===== config.mk =====
export PLATFORM = sky130hd
export DESIGN_NAME = adc_scan_monitor
export DESIGN_NICKNAME = d
export VERILOG_FILES = /design/src/rtl/adc_scan_monitor.sv
export SDC_FILE = /design/constraint.sdc
export NUM_CORES = 1
export LEC_CHECK = 0
export CAP_MARGIN = 20
export CORE_ASPECT_RATIO = 0.8
export CORE_MARGIN = 2
export CORE_UTILIZATION = 55
export CTS_BUF_LIST = sky130_fd_sc_hd__clkbuf_4
export DETAILED_ROUTE_END_ITERATION = 10
export DONT_BUFFER_PORTS = 1
export GPL_ROUTABILITY_DRIVEN = 0
export PLACE_DENSITY_LB_ADDON = 0.05
export SYNTH_ARGS = -nofsm -noshare
export SYNTH_HDL_FRONTEND = slang
export SYNTH_SLANG_ARGS = --single-unit
export TNS_END_PERCENT = 100

===== constraint.sdc =====
create_clock -name clk -period 2.8 [get_ports clk]
set_input_delay 0.56 -clock clk [delete_from_list [all_inputs] [get_ports clk]]
set_output_delay 0.56 -clock clk [all_outputs]
set_load 0.01 [all_outputs]

===== src/rtl/adc_scan_monitor.sv =====
// Round-robin serial-ADC scanner: averages 2^AVG_LOG conversions per mux channel
// and drives a hysteresis relay plus an LED bar graph from channel 0's average.
module adc_scan_monitor #(
    parameter int DATA_W   = 12,
    parameter int CLK_DIV  = 8,
    parameter int N_CH     = 4,
    parameter int AVG_LOG  = 2,
    parameter int N_LED    = 5,
    parameter int CONV_GAP = 16,
    localparam int CH_W    = $clog2(N_CH)
) (
    input  logic              clk,
    input  logic              rst_n,
    input  logic              ad_in,
    output logic              adclk,
    output logic              cs_n,
    output logic [CH_W-1:0]   ch_sel,
    input  logic [DATA_W-1:0] thr_hi,
    input  logic [DATA_W-1:0] thr_lo,
    output logic [DATA_W-1:0] avg_data,
    output logic [CH_W-1:0]   avg_ch,
    output logic              avg_valid,
    output logic              K_1,
    output logic [N_LED-1:0]  LED,
    output logic              dbg_state
);

    localparam int ACC_W    = DATA_W + AVG_LOG;
    localparam int GAP_W    = $clog2(CONV_GAP + 1);
    localparam int DIV_W    = (CLK_DIV > 1) ? $clog2(CLK_DIV) : 1;
    localparam int BIT_W    = $clog2(DATA_W);
    localparam int CNT_W    = AVG_LOG + 1;
    localparam int LED_STEP = (2 ** DATA_W) / (N_LED + 1);

    typedef enum logic {
        ST_GAP   = 1'b0,
        ST_SHIFT = 1'b1
    } state_t;

    state_t             state;
    logic [GAP_W-1:0]   gap_cnt;
    logic [DIV_W-1:0]   div_cnt;
    logic [BIT_W-1:0]   bit_cnt;
    logic [DATA_W-1:0]  shreg;
    logic [DATA_W-1:0]  sample;
    logic               sample_vld;
    logic [ACC_W-1:0]   acc;
    logic [CNT_W-1:0]   smp_cnt;
    logic               batch_done;
    logic [N_LED-1:0]   led_next;

    assign dbg_state = state;

    // Frame sequencer. Reset loads one extra gap count so the first frame starts
    // CONV_GAP cycles after the first edge out of reset.
    always_ff @(posedge clk) begin
        if (!rst_n) begin
            state      <= ST_GAP;
            gap_cnt    <= GAP_W'(CONV_GAP);
            div_cnt    <= '0;
            bit_cnt    <= '0;
            cs_n       <= 1'b1;
            adclk      <= 1'b0;
            shreg      <= '0;
            sample     <= '0;
            sample_vld <= 1'b0;
        end else begin
            sample_vld <= 1'b0;
            if (state == ST_GAP) begin
                if (gap_cnt == '0) begin
                    state   <= ST_SHIFT;
                    cs_n    <= 1'b0;
                    div_cnt <= '0;
                    bit_cnt <= '0;
                end else begin
                    gap_cnt <= gap_cnt - 1'b1;
                end
            end else begin
                if (div_cnt == DIV_W'(CLK_DIV - 1)) begin
                    div_cnt <= '0;
                    if (!adclk) begin
                        adclk <= 1'b1;
                        shreg <= {shreg[DATA_W-2:0], ad_in};
                    end else if (bit_cnt == BIT_W'(DATA_W - 1)) begin
                        state      <= ST_GAP;
                        cs_n       <= 1'b1;
                        adclk      <= 1'b0;
                        sample     <= shreg;
                        sample_vld <= 1'b1;
                        gap_cnt    <= GAP_W'(CONV_GAP - 1);
                    end else begin
                        adclk   <= 1'b0;
                        bit_cnt <= bit_cnt + 1'b1;
                    end
                end else begin
                    div_cnt <= div_cnt + 1'b1;
                end
            end
        end
    end

    // Accumulator is wide enough for 2^AVG_LOG full-scale samples.
    always_ff @(posedge clk) begin
        if (!rst_n) begin
            acc        <= '0;
            smp_cnt    <= '0;
            batch_done <= 1'b0;
        end else begin
            batch_done <= 1'b0;
            if (sample_vld) begin
                acc <= (smp_cnt == '0) ? ACC_W'(sample) : acc + ACC_W'(sample);
                if (smp_cnt == CNT_W'(2 ** AVG_LOG - 1)) begin
                    smp_cnt    <= '0;
                    batch_done <= 1'b1;
                end else begin
                    smp_cnt <= smp_cnt + 1'b1;
                end
            end
        end
    end

    // avg_valid is a one-cycle strobe with no back-pressure; avg_data/avg_ch
    // hold their value until the next strobe.
    always_ff @(posedge clk) begin
        if (!rst_n) begin
            avg_data  <= '0;
            avg_ch    <= '0;
            avg_valid <= 1'b0;
            ch_sel    <= '0;
        end else begin
            avg_valid <= batch_done;
            if (batch_done) begin
                avg_data <= DATA_W'(acc >> AVG_LOG);
                avg_ch   <= ch_sel;
                ch_sel   <= (ch_sel == CH_W'(N_CH - 1)) ? '0 : ch_sel + 1'b1;
            end
        end
    end

    always_comb begin
        led_next = '0;
        for (int i = 0; i < N_LED; i++) begin
            led_next[i] = (avg_data >= DATA_W'((i + 1) * LED_STEP));
        end
    end

    // Set wins over clear when the thresholds overlap.
    always_ff @(posedge clk) begin
        if (!rst_n) begin
            K_1 <= 1'b0;
            LED <= '0;
        end else if (avg_valid && avg_ch == '0) begin
            if (avg_data >= thr_hi) begin
                K_1 <= 1'b1;
            end else if (avg_data <= thr_lo) begin
                K_1 <= 1'b0;
            end
            LED <= led_next;
        end
    end

endmodule


==> impl_metrics.yaml <==
yosys:
  syn_nets: 615
  synth_area_per_cell_um2: 8.39
  ys_ff_latch: 81
  synth_edf_count: 0
  synth_area_um2: 4560
  synth_warnings: 0
  ys.flop_type: "dfxtp_1"
  async_flop_share_pct: 0
  synth_top_cell_by_area: "dfxtp_1"
  synthCells: 543
  synth_area_leaders: "dfxtp_1 36%, ha_1 12%, nand2_1 7.6%, mux2i_1 4.8%, a21boi_0 4.6%"
  yosysTopAreaCellShare_pct: 35.6
  synth_seq_area_share_pct: 35.6
  ys_types: 55
worst_setup_path:
  cp-end-kind: "flip-flop"
  cp-start-kind: "flip-flop"
  path_cells: "ha_1 -> fa_1 -> a211oi_2 -> o21ai_1 -> and2_1 -> a211oi_2 -> mux2i_1 -> nor3_1"
  rr_worst_depth: 8
  cp.arrival_ns: 2.59
  worstReg2RegStart: "sample[0]"
  critPathSlowestCell: "fa_1"
  crit_top_cell: "a211oi_2"
  critical_path_class: "flip-flop to flip-flop"
  critPathMaxFanout: 3
  cpPeakStageDelay_ns: 0.45
  cp.required_ns: 3.13
  startpoint: "sample[0]"
drt:
  wirelength_um: 9580
  via_per_inst: 5.61
  drtAntennaViolNets: 0
  wl_per_cell_um: 14.8
  drcViolationCount: 0
  vias: 3642
  drtIter0Drc: 217
  dr.pass1.iters: 7
die:
  die_w_um: 106
  die_area_um2: 9040
  start_util_pct: 57.1
  num_rows: 29
  die_h_um: 85.4
  core_area_um2: 7980
  io_pins: 53
worst_hold_path:
  min_path_type: "input pin to flip-flop"
  holdPathStages: 1
  worstHoldStart: "rst_n"
final_layout:
  fill_cells: 742
  final_cell_mix: "92 x nand2_1, 81 x dfxtp_1, 44 x ha_1"
  regArea_um2: 1620
  multiInputGateArea_um2: 2720
  area_growth_pct: 5.60
  n_antenna_cell: 0
  nNetsFinal: 608
  drive_gt1_share_pct: 6.10
  final_common_cell: "nand2_1"
timing:
  hold_violations: 0
  finClkSkew_ns: 0.0159
  maxSlewViolCount: 0
  rsz0062_at_grt: "no"
  tightestPinTransition_ns: 0.953
  fin_setup_tns_ns: 0
  finalCriticalPeriod_ns: 2.26
  setup_viol: 0
  max_slew_margin_pct: 36.4
  setup_slack_ns: 0.539
  timing.final.crit_share_pct: 80.7
  max_freq_mhz: 442
global_routing:
  overflow: 0
  grt_antenna_before_repair: 0
  grt_pass1_wl_um: 16000
  grt_pass1_vias: 3347
  grt_start_max_net_pins: 85
  track_usage_pct: 22.1
cts:
  htree_levels: 3
  post_cts_hold_buffer_count: 0
  clock-sinks: 81
  cts_tree: "done"
  clock_path_buffers: 2
  cts_root_buf: "clkbuf_4"
  clock_latency_ns: 0.43
  cts_made_buffers: 9
  post_cts_buffers: 0
  clk_pin_slew_ns: 0.14
  cts_resized: 0
power:
  static-leakage-power_nw: 1.91
  p_per_area_nw_per_um2: 459
  vdd_drop_max_mv: 0.251
placement:
  hpwl_um: 6880
  dp_slack_ns: 0.587
  port_buffers: 0
flow_run:
  maxCapViolations: 0
run_status:
  status: "complete, no violations"
-- area by class of cell --
cell class,count,share of cell area (%)
Timing Repair Buffer,6,0.936
Clock inverter,7,2.11
Clock buffer,9,1.40
Tap cell,108,2.81
Multi-Input combinational cell,406,56.6
Sequential cell,81,33.7
Inverter,32,2.50
-- metrics by stage --
step | cell area (um^2) | std cells | utilization (%) | hold slack (ns) | power (W)
after detailed placement | 4640 | 633 | 58.2 | 0.464 | 0.00144
after CTS | 4810 | 649 | 60.3 | 0.180 | 0.00223
after floorplan | 4560 | 543 | - | 0.432 | 0.00141
after global routing | 4810 | 649 | 60.3 | 0.193 | 0.00231
after global placement | 4640 | 633 | 58.2 | 0.456 | 0.00143
final | 4810 | 649 | 60.3 | 0.225 | 0.00221
-- critical path: cells and delay by family, from the launching register on --
family | cells | cell delay [ns]
AOI/OAI and AO/OA | 3 | 0.65
and+or+nand+nor | 2 | 0.28
adders and majority gates | 2 | 0.69
DFF | 1 | 0.35
muxes | 1 | 0.21
-- final timing paths --
check	to	slack [ns]
max	acc[12]	0.54
min	gap_cnt[4]	0.23
max reg2reg	acc[12]	0.54
min reg2reg	sample[11]	0.48
-- Yosys cell counts, types with 2 or more instances --
master and instances:
a211oi_1 3, a211oi_2 3, a21boi_0 28, a21o_1 8, a21oi_1 26, a22oi_1 2, a31oi_1 8, and2_1 4
and3_1 3, buf_2 3, clkbuf_1 21, dfxtp_1 81, ha_1 44, inv_1 32, mux2i_1 22, nand2_1 92
nand2b_1 4, nand3_1 7, nand3b_1 2, nand4_1 10, nor2_1 18, nor2b_1 29, nor3_1 9, nor3b_1 3
nor4_1 2, o211a_1 3, o211ai_1 2, o21a_1 4, o21ai_0 31, o21ai_1 2, o22ai_1 2, or3_1 2
xnor2_1 6, xor2_1 6
-- report_power, final --
group / internal (W) / switching, W / leakage, nW
clock: 0.000371 / 0.000425 / 0.0884
sequential: 0.00119 / 0.0000383 / 0.654
combinational: 0.0000898 / 0.0000954 / 1.17
total: 0.00165 / 0.000559 / 1.91
-- cells by family after synthesis --
kind of cell | share of synthesized area, %
AND/OR/NAND/NOR | 20.1
XOR/XNOR | 2.31
flip-flops | 35.6
adder cells (fa/ha/maj) | 12.5
AO/OA/AOI/OAI | 20.0
buffers and inverters | 4.69
multiplexers | 4.83
-- registers in the layout, summed over array words and instances (netlist names) --
signal / flops
avg_data: 12
LED: 5
K_1: 1
ch_sel: 2
batch_done: 1
adclk: 1
smp_cnt: 3
shreg: 12
avg_valid: 1
cs_n: 1
sample_vld: 1
sample: 12
div_cnt: 3
avg_ch: 2
bit_cnt: 4
dbg_state: 1
gap_cnt: 5
acc: 14
-- metal layers --
metal	vias to the layer above	track usage (%)	wire [um]
met4	0	5.02	53
met1	1672	30.4	4690
li1	1882	-	-
met5	-	0	0
met2	82	34.5	4160
met3	6	6.37	673
(Power assumes the default switching activity.)
